--- src/rtl/uart_txn_sequencer.sv ---
// rtl/uart_txn_sequencer.sv - replays a program of UART transactions and scores the echoed results
module uart_txn_sequencer #(
    parameter int DATA_BITS      = 8,
    parameter int NUM_WORDS      = 3,
    parameter int DEPTH          = 16,
    parameter int TIMEOUT_CYCLES = 100000,
    parameter int CNT_BITS       = 8
) (
    input  logic                                 i_clock,
    input  logic                                 i_reset,
    input  logic                                 i_wr_en,
    input  logic [$clog2(DEPTH)-1:0]             i_wr_addr,
    input  logic [(NUM_WORDS+1)*DATA_BITS-1:0]   i_wr_data,
    input  logic [$clog2(DEPTH):0]               i_num_txn,
    input  logic                                 i_start,
    output logic                                 o_tx_start,
    output logic [DATA_BITS-1:0]                 o_tx_data,
    input  logic                                 i_tx_done,
    input  logic                                 i_rx_done,
    input  logic [DATA_BITS-1:0]                 i_rx_data,
    output logic                                 o_busy,
    output logic                                 o_done,
    output logic [CNT_BITS-1:0]                  o_pass_count,
    output logic [CNT_BITS-1:0]                  o_fail_count,
    output logic                                 o_timeout,
    output logic [DATA_BITS-1:0]                 o_last_result
);

    localparam int AW = $clog2(DEPTH);
    localparam int EW = (NUM_WORDS + 1) * DATA_BITS;
    localparam int WW = (NUM_WORDS > 1) ? $clog2(NUM_WORDS) : 1;
    localparam int TW = (TIMEOUT_CYCLES > 1) ? $clog2(TIMEOUT_CYCLES) : 1;

    localparam logic [AW:0]       DEPTH_C   = (AW+1)'(DEPTH);
    localparam logic [AW:0]       TXN_ONE   = (AW+1)'(1);
    localparam logic [WW-1:0]     WORD_ONE  = WW'(1);
    localparam logic [WW-1:0]     WORD_LAST = WW'(NUM_WORDS - 1);
    localparam logic [TW-1:0]     TMO_ONE   = TW'(1);
    localparam logic [TW-1:0]     TMO_LAST  = TW'(TIMEOUT_CYCLES - 1);
    localparam logic [CNT_BITS-1:0] CNT_ONE = CNT_BITS'(1);

    typedef enum logic [3:0] {
        IDLE, LOAD, SEND, WAIT_TX, WAIT_RX, CHECK, TMO, NEXT, DONE
    } state_t;

    state_t                 state;
    logic [EW-1:0]          mem [DEPTH];
    logic [EW-1:0]          entry_r;
    logic [WW-1:0]          word;
    logic [AW:0]            txn;
    logic [AW:0]            num_r;
    logic [TW-1:0]          tmo_cnt;
    logic [WW-1:0]          word_nxt;
    logic [DATA_BITS-1:0]   next_byte;
    logic [DATA_BITS-1:0]   first_byte;
    logic [DATA_BITS-1:0]   exp_byte;
    logic                   tmo_hit;

    // Program memory has no reset; it only accepts writes while not sequencing.
    always_ff @(posedge i_clock) begin
        if (i_wr_en && (state == IDLE || state == DONE))
            mem[i_wr_addr] <= i_wr_data;
    end

    always_comb begin
        word_nxt  = word + WORD_ONE;
        next_byte = '0;
        for (int k = 0; k < NUM_WORDS; k++)
            if (word_nxt == WW'(k))
                next_byte = entry_r[k*DATA_BITS +: DATA_BITS];
        first_byte = mem[txn[AW-1:0]][DATA_BITS-1:0];
        exp_byte   = entry_r[NUM_WORDS*DATA_BITS +: DATA_BITS];
        tmo_hit    = (tmo_cnt == TMO_LAST);
    end

    // o_tx_start is set on the edge entering SEND so the pulse coincides with that state.
    always_ff @(posedge i_clock or negedge i_reset) begin
        if (!i_reset) begin
            state         <= IDLE;
            entry_r       <= '0;
            word          <= '0;
            txn           <= '0;
            num_r         <= '0;
            tmo_cnt       <= '0;
            o_tx_start    <= 1'b0;
            o_tx_data     <= '0;
            o_busy        <= 1'b0;
            o_done        <= 1'b0;
            o_pass_count  <= '0;
            o_fail_count  <= '0;
            o_timeout     <= 1'b0;
            o_last_result <= '0;
        end else begin
            o_tx_start <= 1'b0;
            case (state)
                IDLE: begin
                    if (i_start) begin
                        num_r         <= (i_num_txn > DEPTH_C) ? DEPTH_C : i_num_txn;
                        txn           <= '0;
                        o_pass_count  <= '0;
                        o_fail_count  <= '0;
                        o_timeout     <= 1'b0;
                        o_last_result <= '0;
                        if (i_num_txn == '0) begin
                            o_done <= 1'b1;
                            state  <= DONE;
                        end else begin
                            o_done <= 1'b0;
                            o_busy <= 1'b1;
                            state  <= LOAD;
                        end
                    end
                end
                LOAD: begin
                    entry_r    <= mem[txn[AW-1:0]];
                    word       <= '0;
                    o_tx_start <= 1'b1;
                    o_tx_data  <= first_byte;
                    state      <= SEND;
                end
                SEND: begin
                    tmo_cnt <= '0;
                    state   <= WAIT_TX;
                end
                WAIT_TX: begin
                    if (i_tx_done) begin
                        if (word != WORD_LAST) begin
                            word       <= word_nxt;
                            o_tx_start <= 1'b1;
                            o_tx_data  <= next_byte;
                            state      <= SEND;
                        end else begin
                            tmo_cnt <= '0;
                            state   <= WAIT_RX;
                        end
                    end else if (tmo_hit) begin
                        state <= TMO;
                    end else begin
                        tmo_cnt <= tmo_cnt + TMO_ONE;
                    end
                end
                WAIT_RX: begin
                    if (i_rx_done) begin
                        o_last_result <= i_rx_data;
                        state         <= CHECK;
                    end else if (tmo_hit) begin
                        state <= TMO;
                    end else begin
                        tmo_cnt <= tmo_cnt + TMO_ONE;
                    end
                end
                CHECK: begin
                    if (o_last_result == exp_byte) begin
                        if (o_pass_count != '1) o_pass_count <= o_pass_count + CNT_ONE;
                    end else begin
                        if (o_fail_count != '1) o_fail_count <= o_fail_count + CNT_ONE;
                    end
                    state <= NEXT;
                end
                TMO: begin
                    if (o_fail_count != '1) o_fail_count <= o_fail_count + CNT_ONE;
                    o_timeout <= 1'b1;
                    state     <= NEXT;
                end
                NEXT: begin
                    txn <= txn + TXN_ONE;
                    if (txn + TXN_ONE == num_r) begin
                        o_busy <= 1'b0;
                        o_done <= 1'b1;
                        state  <= DONE;
                    end else begin
                        state <= LOAD;
                    end
                end
                DONE:    state <= IDLE;
                default: state <= IDLE;
            endcase
        end
    end

endmodule

--- config.mk ---
export PLATFORM = sky130hd
export DESIGN_NAME = uart_txn_sequencer
export DESIGN_NICKNAME = d
export VERILOG_FILES = /design/src/rtl/uart_txn_sequencer.sv
export SDC_FILE = /design/constraint.sdc
export NUM_CORES = 1
export LEC_CHECK = 0
export CAP_MARGIN = 5
export CORE_UTILIZATION = 60
export CTS_CLUSTER_DIAMETER = 50
export DETAILED_ROUTE_END_ITERATION = 8
export PLACE_DENSITY = 0.79
export REMOVE_ABC_BUFFERS = 1
export SYNTH_ARGS = -nofsm -noshare
export SYNTH_HDL_FRONTEND = slang
export SYNTH_SLANG_ARGS = --single-unit
--- constraint.sdc ---
create_clock -name i_clock -period 6.65 [get_ports i_clock]
set_clock_uncertainty 0.05 [all_clocks]
set_input_delay 1.33 -clock i_clock [delete_from_list [all_inputs] [get_ports i_clock]]
set_output_delay 1.33 -clock i_clock [all_outputs]
set_load 0.01 [all_outputs]
**After elaboration in Yosys (flattened, before gate mapping)**

Memories as Yosys holds them, arrays and structs flattened.
Cells that the tools add are included.
W data, S select, Z words.

- Flip-flop bits (word level): 101
- Memory bits (writable): 512
- Bits of input ports: 55
- Output and inout bits: 36
- Logic and storage cells: 120
- Memories kept: 1

- Add/subtract/negate cells: 5
- $lt $le $gt $ge: 1
- Equality and inequality tests: 27
- Multiplexer cells: 49
- Reduce and logical (&&, ||, !) cells: 23

Memory list:

| name | depth | bits a word | rd ports | clocked after memory_dff | write ports | line | source |
|---|---|---|---|---|---|---|---|
| mem | 16 | 32 | 1 | 0 | 1 | 47 | `logic [EW-1:0] mem [DEPTH];` |

Operators with widths:

| operator | count |
|---|---|
| $mux W8 | 11 |
| $mux W17 | 4 |
| $pmux W17 S3 | 1 |
| $pmux W8 S2 | 3 |
| $pmux W4 S7 | 1 |
| $mux W4 | 6 |
| $pmux W8 S3 | 1 |
| $ne A2 B2 Y1 const B | 11 |
| $add A17 B1 Y17 const B | 1 |
| $eq A17 B17 Y1 const B | 1 |
| $add A8 B1 Y8 const B | 2 |
| $eq A4 B3 Y1 const B | 4 |
| $ne A8 B8 Y1 const B | 2 |
| $reduce_and A3 Y1 | 5 |
| $mux W1 | 11 |
| $mux W5 | 2 |
| $pmux W5 S2 | 1 |
| $reduce_bool A2 Y1 | 5 |
| $eq A4 B2 Y1 const B | 2 |
| $eq A8 B8 Y1 | 1 |
| $pmux W1 S2 | 4 |
| $reduce_and A4 Y1 | 2 |
| $reduce_and A2 Y1 | 3 |
| $reduce_bool A3 Y1 | 2 |
| 18 further kinds | 19 |

**Logic depth before layout (Yosys ltp)**

Gate-level depths: netlist of run 1.

- Depth in word-level cells: 8
- Gate-level depth with buffers: 8
- Depth with buffers taken out: 7

**Least setup slack after synthesis of run 1**

OpenSTA, ideal clock, no wires.

- Kind: input to register
- Start point: input port i_wr_addr[1]
- End point: memory mem[0][0] (netlist bit) (enable)
- Library setup time: 461 ps
- Data arrival time: 3971 ps
- Required time: 6139 ps
- Path slack: 2168 ps
- Cell stages on the path: 2
- Buffers on the path: 0
- Cells stage by stage: or3_1 > nor3_1

RTL lines:

| item | line | source |
|---|---|---|
| from (decl) | 12 | `input logic [$clog2(DEPTH)-1:0] i_wr_addr,` |
| to (decl) | 47 |  |

Straight into the memory's write port.

**Worst setup path in the final report of run 1**

- Start point: register txn[1]
- End point: register o_tx_data[5]

- Cells in the longest elaborated chain, start to end: 2

Ends and longest elaborated chain:

| item | line | source |
|---|---|---|
| from (decl) | 50 | `logic [AW:0] txn;` |
| from (signal assigned) | 166 | `txn <= txn + TXN_ONE;` |
| $mem_v2 Z16 W32 | n/a |  |
| $pmux W8 S2 | 95 | `case (state)` |
| to (signal assigned) | 118 | `o_tx_data <= first_byte;` |
| to (signal assigned) | 130 | `o_tx_data <= next_byte;` |
| to (decl) | 17 | `output logic [DATA_BITS-1:0] o_tx_data,` |

No other way between the ends.
A chain may end at the register's enable or synchronous reset.

==> results of run 1 <==
==> synth_stat cells (9+ instances only) <==
cell type  number  area, um^2
edfxtp_1      512       15370
mux4_2        128        2883
dfrtp_1       101        2527
nand2_1        55       206.5
nor2_1         45       168.9
a21oi_1        43       215.2
o21ai_0        39       195.2
nor3_1         38       190.2
clkbuf_1       35       131.4
a221o_1        33       330.3
mux2_2         25       281.5
mux2i_1        25       250.2
nand3_1        24       120.1
buf_2          20       100.1
a22oi_1        16       120.1
or3_1          16       100.1
xnor2_1        15       131.4
and3_1         13       81.33
a21o_1         12       90.09
nand4_1        12       75.07
a22o_1         10       87.58
buf_1           9       33.78
==> metrics by stage <==
stage | hold WS, ps | setup TNS [ps]
after floorplan | 399.4 | -336.2
after CTS | 448.0 | 0
after global routing | 466.4 | 0
after global placement | 410.0 | 0
after detailed placement | 419.8 | 0
final | 449.0 | 0
==> power by group <==
part           total [W]  switching, W  leakage (nW)  internal (W)
registers        0.00475      0.000354          5.93       0.00439
clock network    0.00345       0.00143         0.993       0.00202
logic            0.00213       0.00103          2.18       0.00109
total             0.0103       0.00281          9.10       0.00751
==> routing by layer <==
| layer | global-route usage (%) | vias up | part of all wire (%) |
|---|---|---|---|
| met5 | 0 | - | 0 |
| met4 | 8.955 | 0 | 3.1 |
| met3 | 4.114 | 105 | 7.3 |
| met2 | 41.00 | 581 | 49 |
| met1 | 36.10 | 6761 | 41 |
| li1 | - | 5615 | - |
==> cell families (layout without fill, tap and decap cells) <==
family	after synthesis	count (layout)
AND/OR/NAND/NOR	248	248
AO/OA/AOI/OAI	177	177
multiplexers	178	178
flip-flops	613	613
adder cells (fa/ha/maj)	8	8
XOR/XNOR	21	21
buffers and inverters	79	231
==> registers in the layout, summed over array words and instances (netlist names) <==
signal	cells
tmo_cnt	17
o_timeout	1
entry_r	32
o_tx_data	8
o_fail_count	8
state	4
txn	5
word	2
o_last_result	8
o_done	1
o_tx_start	1
o_pass_count	8
mem	512
o_busy	1
num_r	5
==> cell type report <==
cell class	instances	area, um^2
clock buffers	83	1700
clock inverters	31	327.8
fillers	2397	11970
inverters	8	30.03
multi-input cells	632	6361
flip-flops and latches	613	17910
well taps	525	656.9
repair buffers	109	1054
==> layout by cell type (no fill, tap or decap), types with 5 or more instances in the layout <==
cell type / netlist / final
clkbuf_8: 0 / 7
nor3_1: 38 / 34
and3_1: 13 / 13
xnor2_1: 15 / 15
nor2b_1: 5 / 5
bufinv_16: 0 / 6
a21oi_1: 43 / 43
clkbuf_1: 35 / 14
mux2_2: 25 / 25
mux2i_1: 25 / 25
clkbuf_16: 0 / 62
nand2b_1: 8 / 8
ha_1: 8 / 8
edfxtp_1: 512 / 512
mux4_2: 128 / 128
clkinv_2: 0 / 12
o21ai_0: 39 / 39
inv_1: 8 / 8
a221o_1: 33 / 33
a22o_1: 10 / 10
buf_4: 4 / 19
clkdlybuf4s50_1: 0 / 89
o31ai_1: 6 / 6
nor2_1: 45 / 33
nor4_1: 5 / 5
clkinv_1: 0 / 6
or3_1: 16 / 16
nor3_2: 1 / 5
nand4_1: 12 / 12
dfrtp_1: 101 / 98
nor2_4: 0 / 12
a22oi_1: 16 / 16
xor2_1: 5 / 5
nand3_1: 24 / 24
a21o_1: 12 / 12
nand2_1: 55 / 54
==> path summary, 6_finish.rpt <==
kind	slack [ps]	start	endpoint
setup / recovery	3250	txn[1]	o_tx_data[5]
hold / removal	450	entry_r[1]	entry_r[1]
setup reg to reg	3250	txn[1]	o_tx_data[5]
hold reg to reg	450	entry_r[1]	entry_r[1]
max in group asynchronous	4560	i_reset	txn[0]
min in group asynchronous	700	i_reset	tmo_cnt[9]
==> run metrics, run 1 <==
post-synthesis xor/xnor area fraction 0.8066%; unrepaired setup endpoints after global routing false; hold buffer count at cts 0; # Post-CTS Setup Buffers 0; Post-synth EDFFs 512; Worst Hold Class flip-flop to flip-flop; Synth Area in Compound Gates ~5%; Syn Area/Cell 18.51 um^2; drt via density 6.528; Inst Count DP around 1.9k; largest net degree at the start of global routing 83; P&R area growth vs syn 14.41%; Syn. warnings 0; slew margin rel. 15.79%; post-route minimum period about 3400 ps; io pins 91; ratio of cells with drive above 1 in the final layout roughly 20%; delay-heaviest family, CP flip-flops; final setup violation count 0; maximum clock rate 293.8 MHz; largest stage delay on the critical path 1000 ps; Tightest Pin Transition ~1300 ps; WP depth 5; clk_lat worst skew slightly above 600 ps; post-route ant nets 0; Die W 204.1 um; Clock transition at path regs 60 ps; final instance area 0.02804 mm^2; Max stage delay cell, worst path dfrtp_4; Post-Synth Simple-Gate Area under 10%; global-route wire length before repair between 70000 and 80000 um; Placeable Area 0.04001 mm^2; post-route setup slack 3246 ps; DR DRC count 0; CTS sink count 613; n_diodes 0; number of buffers created by CTS 60; CTS tree yes; DP Worst Slack 2828 ps; Worst Path Required 7100 ps; sequential share of the synthesized area 73.04%; post-layout util 70.09%; routed wire length just over 50000 um; R2R depth 5; Buf/Inv on CP 1; nets@finish 1487; total die area 0.04166 mm^2; number of global-route vias before repair 13.27k; CP endpoint kind flip-flop; Leakage 9.103 nW; initial antenna violation count 0; post-synth cell types 66; htree depth 2; port bufs 90; ys flop type edfxtp_1; Iteration-0 DRC Markers 1340; Cell Pwr Density about 370 mW/mm^2; GRT Total Usage 25.56%; Vias 13.06k; total congestion overflow 0; Tot Pwr 0.01032 W; Worst Setup Start Kind flip-flop; kind of critical path flip-flop to flip-flop; flops & latches, synth slightly above 600; Max-Cap Viols 0; DRT Pass-1 Iters 5; CP Data Arrival Time a little under 4000 ps; Rows 73; main combinational cell family by area after synthesis multiplexers; Synth Area in Adders 0.4084%; Clock Root Buffer clkbuf_16; Final Non-Filler Cells between 2k and 2.5k; cells after synthesis 1324; HPWL after DPL 28630 um; hold path cells 1; post_cts resized 0; final worst path period share 51.19%; starting density of the core 61.27%; Slew Limit Fails 0; Worst IR Drop VDD 0.2518 mV; multiplexer share of the synthesized area between 10 and 15%; Cell Area, Placed 0.02601 mm^2; Post-Syn Area 0.02451 mm^2; CP Max Fanout between 70 and 80; CTS max path bufs 3; asr flop ratio synth 16.48%; status complete, no violations; WL per Instance 25.78 um; gpl congestion 0.8559; Die H 204.1 um; CP Cell Sequence buf_4 -> mux4_2 -> a22oi_1 -> a21oi_1 -> a221o_1; Final Hold Fails 0
Power figures use the tool's default switching activity.
==> run 2: changes to the inputs <==
clock period = 3.39 ns   (was 6.65 ns; I/O delays follow)
==> run 2 against run 1 <==
  * Non-clock buffer count is 24 higher
  * Flip-flop and latch count is the same
  * Design area up 0.81%
  * Combinational power rose by 120%
  * Critical path depth is the same
  * Global-route usage is 0.34 points higher
  * Routed wire length up 0.96%
  * Power up 94%
  * Fmax is 31% higher
  * Clock power is 85% higher
  * Final cell count increased by 1.0%
==> run metrics, run 2 (synthesized netlist as in run 1, its figures left out) <==
post-route setup slack 790.0 ps (-2456 ps); P&R area growth vs syn 15.34%; global-route wire length before repair 79680 um (+1.1%); post_cts resized 0 (unchanged); Leakage 9.195 nW (+1.0%); number of global-route vias before repair 13.25k (-0.12%); DR DRC count 0 (unchanged); io pins 91 (unchanged); gpl congestion 0.8497 (-0.72%); post-route ant nets 0 (unchanged); HPWL after DPL 30360 um (+6.1%); maximum clock rate 384.6 MHz (+31%); CTS tree yes; CP Max Fanout 40 (-46%); Clock transition at path regs 60 ps (about the same); Tightest Pin Transition 944.4 ps (-315.8 ps); CP Data Arrival Time 3110 ps (-740 ps); GRT Total Usage 25.90% (+0.34 points); Final Hold Fails 0 (unchanged); Vias 13.21k (+1.1%); Inst Count DP 1911 (+1.3%); n_diodes 0 (unchanged); Placeable Area 0.04001 mm^2 (unchanged); Worst IR Drop VDD 0.6018 mV (+140%); CTS max path bufs 3 (unchanged); largest net degree at the start of global routing 105 (+27%); status complete, no violations; kind of critical path flip-flop to flip-flop; Iteration-0 DRC Markers 1470 (+9.7%); Clock Root Buffer clkbuf_16; starting density of the core 61.27% (unchanged); most common cell after layout, fill and taps aside edfxtp_1; number of buffers created by CTS 60 (unchanged); Rows 73 (unchanged); post-route minimum period 2600 ps (-804.1 ps); max FFs per register 512 (unchanged); clk_lat worst skew 630 ps (about the same); CTS sink count 613 (unchanged); unrepaired setup endpoints after global routing false; Worst Hold Class input port to asynchronous set/reset pin; nets@finish 1511 (+1.6%); total die area 0.04166 mm^2 (unchanged); ratio of cells with drive above 1 in the final layout 20.98% (+0.65 points); most frequent cells in the layout edfxtp_1, mux4_2, dfrtp_1; Biggest register mem; DP Worst Slack 438.4 ps (-2390 ps); Die W 204.1 um (unchanged); Worst Setup Start Kind flip-flop; Cell Pwr Density 707.9 mW/mm^2 (+92%); CP endpoint kind flip-flop; drt via density 6.533 (about the same); # Post-CTS Setup Buffers 0 (unchanged); routed wire length 52080 um (+0.96%); final setup violation count 0 (unchanged); DRT Pass-1 Iters 6 (+1); final worst path period share 76.70% (+26 points); total congestion overflow 0 (unchanged); WL per Instance 25.76 um (about the same); Die H 204.1 um (unchanged); slew margin rel. 36.82% (+21 points); port bufs 90 (unchanged); hold buffer count at cts 0 (unchanged); Final Non-Filler Cells 2022 (+1.0%); htree depth 2 (unchanged); Worst Path Required 3900 ps (-3200 ps); initial antenna violation count 0 (unchanged); Max-Cap Viols 0 (unchanged); Slew Limit Fails 0 (unchanged); Largest regs mem: 512 flops, entry_r: 32 flops, tmo_cnt: 17 flops
==> run 2: cell types whose count changed in the layout (fill, tap and decap cells not counted), moves of 3 or more <==
| cell | previous run | this run |
|---|---|---|
| buf_4 | 19 | 29 |
| clkbuf_8 | 7 | 3 |
| clkbuf_1 | 14 | 18 |
| bufinv_16 | 6 | 2 |
| clkinv_1 | 6 | 9 |
| buf_12 | 1 | 15 |
| clkinv_2 | 12 | 7 |
==> run 2: cell type report <==
class                   count  area, um^2
fillers                  2369       11740
well taps                 525       656.9
flip-flops and latches    613       17910
inverters                   8       30.03
multi-input cells         632        6361
repair buffers            133        1409
clock inverters            28       240.2
clock buffers              83        1660
==> run 2: path summary, 6_finish.rpt <==
kind | startpoint | end | slack [ps] | depth (start not counted)
min | i_reset | tmo_cnt[7] | 30 | 1
max | state[0] | o_tx_data[5] | 790 | 5
max reg2reg | state[0] | o_tx_data[5] | 790 | 5
min reg2reg | entry_r[6] | entry_r[6] | 430 | 1
min in group i_clock | entry_r[6] | entry_r[6] | 430 | 1
max in group asynchronous | i_reset | txn[1] | 2510 | 2
==> run 2: where the power goes <==
part	leakage (nW)	internal (W)	switching [W]
sequential	5.93	0.00862	0.000436
clock	0.912	0.00359	0.00278
combinational	2.36	0.00226	0.00232
total	9.20	0.0145	0.00553
==> run 2: critical path, stage by stage, from the launching register on <==
cell     delay [ps]
dfrtp_1         650
inv_1           130
nor2_2          250
nand2_2         580
a21oi_1         680
a221o_1         190
==> run 2: metrics by stage <==
stage                     total power, W  TNS (ps)  util (%)  area, um^2  hold slack [ps]
after floorplan                  0.01250   -201730         -       24180            332.4
after global placement           0.01361         0     65.91       26370            408.9
after detailed placement         0.01375         0     65.91       26370            416.8
after CTS                        0.02011         0     70.66       28270            39.40
after global routing             0.02076         0     70.66       28270            82.25
final                            0.02001         0     70.66       28270            30.14
==> run 2: routing by layer <==
metal	vias to the layer above	share of wire, %	GRT usage [%]
li1	5659	-	-
met1	6856	42	37.05
met2	609	49	42.03
met3	86	6.8	3.540
met4	0	2.2	7.969
met5	-	0	0
==> run 3: changes to the inputs <==
clock period = 2.6 ns   (was 3.39 ns; I/O delays follow)
==> run 3 against run 2 <==
  * Core utilization rose by 1.2 points
  * Routed wire length rose by 2.6%
  * Critical path type unchanged
  * Worst hold slack improved by 250 ps
==> run metrics, run 3 (synthesized netlist as in run 1, its figures left out) <==
status complete, no violations; final setup violation count 0 (unchanged); Worst Hold Class input port to asynchronous set/reset pin; number of buffers created by CTS 60 (unchanged); P&R area growth vs syn 17.26%; largest net degree at the start of global routing 80 (-24%); Worst IR Drop VDD 0.6085 mV (+1.1%); Fill cells 2310 (-2.5%); DR DRC count 0 (unchanged); Iteration-0 DRC Markers 1438 (-2.2%); gpl congestion 0.8503 (about the same); most common cell after layout, fill and taps aside edfxtp_1; CP endpoint kind flip-flop; CTS tree yes; kind of critical path flip-flop to flip-flop; initial antenna violation count 1 (+1); CTS sink count 613 (unchanged); Worst Path Required 3040 ps (-860 ps); slew margin rel. 32.81% (-4.0 points); CP Max Fanout 10 (-75%); port bufs 90 (unchanged); global-route wire length before repair 80670 um (+1.2%); Leakage 9.431 nW (+2.6%); GRT Total Usage 26.29% (+0.39 points); WL per Instance 26.08 um (+1.2%); DRT Pass-1 Iters 5 (-1); Die W 204.1 um (unchanged); Die H 204.1 um (unchanged); io pins 91 (unchanged); Biggest register mem; Clock Root Buffer clkbuf_16; routed wire length 53460 um (+2.6%); max FFs per register 512 (unchanged); n_diodes 0 (unchanged); Vias 13.34k (+1.0%); Rows 73 (unchanged); DP Worst Slack 45.24 ps (-393.2 ps); starting density of the core 61.27% (unchanged); maximum clock rate 420.8 MHz (+9.4%); most frequent cells in the layout edfxtp_1, mux4_2, dfrtp_1; Placeable Area 0.04001 mm^2 (unchanged); # Post-CTS Setup Buffers 0 (unchanged); Tot Pwr 0.02701 W (+35%); Slew Limit Fails 0 (unchanged); unrepaired setup endpoints after global routing false; HPWL after DPL 31530 um (+3.9%); clk_lat worst skew 620 ps (about the same); number of global-route vias before repair 13.45k (+1.5%); Max-Cap Viols 0 (unchanged); Cell Pwr Density 939.9 mW/mm^2 (+33%); final worst path period share 91.39% (+15 points); drt via density 6.508 (-0.38%); Clock transition at path regs 60 ps (about the same); Largest regs mem: 512 flops, entry_r: 32 flops, tmo_cnt: 17 flops; nets@finish 1538 (+1.8%); htree depth 2 (unchanged); Final Hold Fails 0 (unchanged); Tightest Pin Transition 1008 ps (+63.44 ps); CP Data Arrival Time 2810 ps (-300 ps); post-route minimum period 2376 ps (-223.8 ps); post-route ant nets 0 (unchanged); Worst Setup Start Kind flip-flop; worst hold slack 276.6 ps (+246.5 ps); total die area 0.04166 mm^2 (unchanged); ratio of cells with drive above 1 in the final layout 22.95% (+2.0 points); total congestion overflow 0 (unchanged); post-layout util 71.84% (+1.2 points); post-route setup slack 223.8 ps (-566.2 ps); CTS max path bufs 3 (unchanged)
-- run 3: cell types whose count changed in the layout (fill, tap and decap cells not counted), moves of 2 or more --
cell       previous run  this run
buf_4                29        44
buf_12               15        26
clkbuf_1             18         8
bufinv_16             2         9
clkinv_2              7        12
clkbuf_16            62        60
inv_16                2         0
inv_8                 0         2
-- run 3: area by class of cell --
type / count / area, um^2 / area share (%)
clock buffer: 70 / 1559 / 5.424
timing repair buffer: 160 / 1752 / 6.095
inverter: 8 / 30.03 / 0.1045
multi-input combinational: 632 / 6361 / 22.13
tap: 525 / 656.9 / 2.286
sequential: 613 / 17910 / 62.32
clock inverter: 42 / 470.5 / 1.637
-- run 3: what timing repair did --
item,CTS,global route
hold endpoints to repair,16,0
gates resized for setup,0,0
hold buffers,1,0
-- run 3: worst max-delay path, cell delays in order (launching register included) --
cell and delay [ps]:
dfrtp_4 520, buf_12 160, buf_4 250, buf_4 190, mux4_2 540, mux2i_1 190, nor3_1 70, a221o_1 270
-- run 3: report_power, final --
group          switching (W)  internal (W)  total, W  leakage [nW]
Sequential          0.000482        0.0112    0.0117          5.93
Combinational        0.00325       0.00313   0.00638          2.52
Clock                0.00371       0.00520   0.00891         0.986
-- run 3: path summary, 6_finish.rpt --
| check | from | endpoint | slack, ps | cells after the start |
|---|---|---|---|---|
| worst max-delay path | txn[0] | entry_r[11] | 220 | 7 |
| worst min-delay path | i_reset | tmo_cnt[11] | 280 | 2 |
| worst max register to register | txn[0] | entry_r[11] | 220 | 7 |
| worst min register to register | entry_r[6] | entry_r[6] | 430 | 1 |
| max in group asynchronous | i_reset | entry_r[25] | 1420 | 3 |
| min in group i_clock | entry_r[6] | entry_r[6] | 430 | 1 |
-- run 3: per-layer routing --
metal | share of wire [%] | global-route usage (%)
met2 | 49 | 41.90
met4 | 2.5 | 8.875
met1 | 41 | 37.32
met5 | 0.019 | 0
met3 | 7.7 | 4.560
-- run 3: through the flow --
stage	area, um^2	instances	setup TNS [ps]
floorplan	24180	1253	-470730
finish	28740	2050	0
global placement	26700	1937	0
detailed placement	26700	1937	0
global route	28740	2050	0
CTS	28740	2050	0
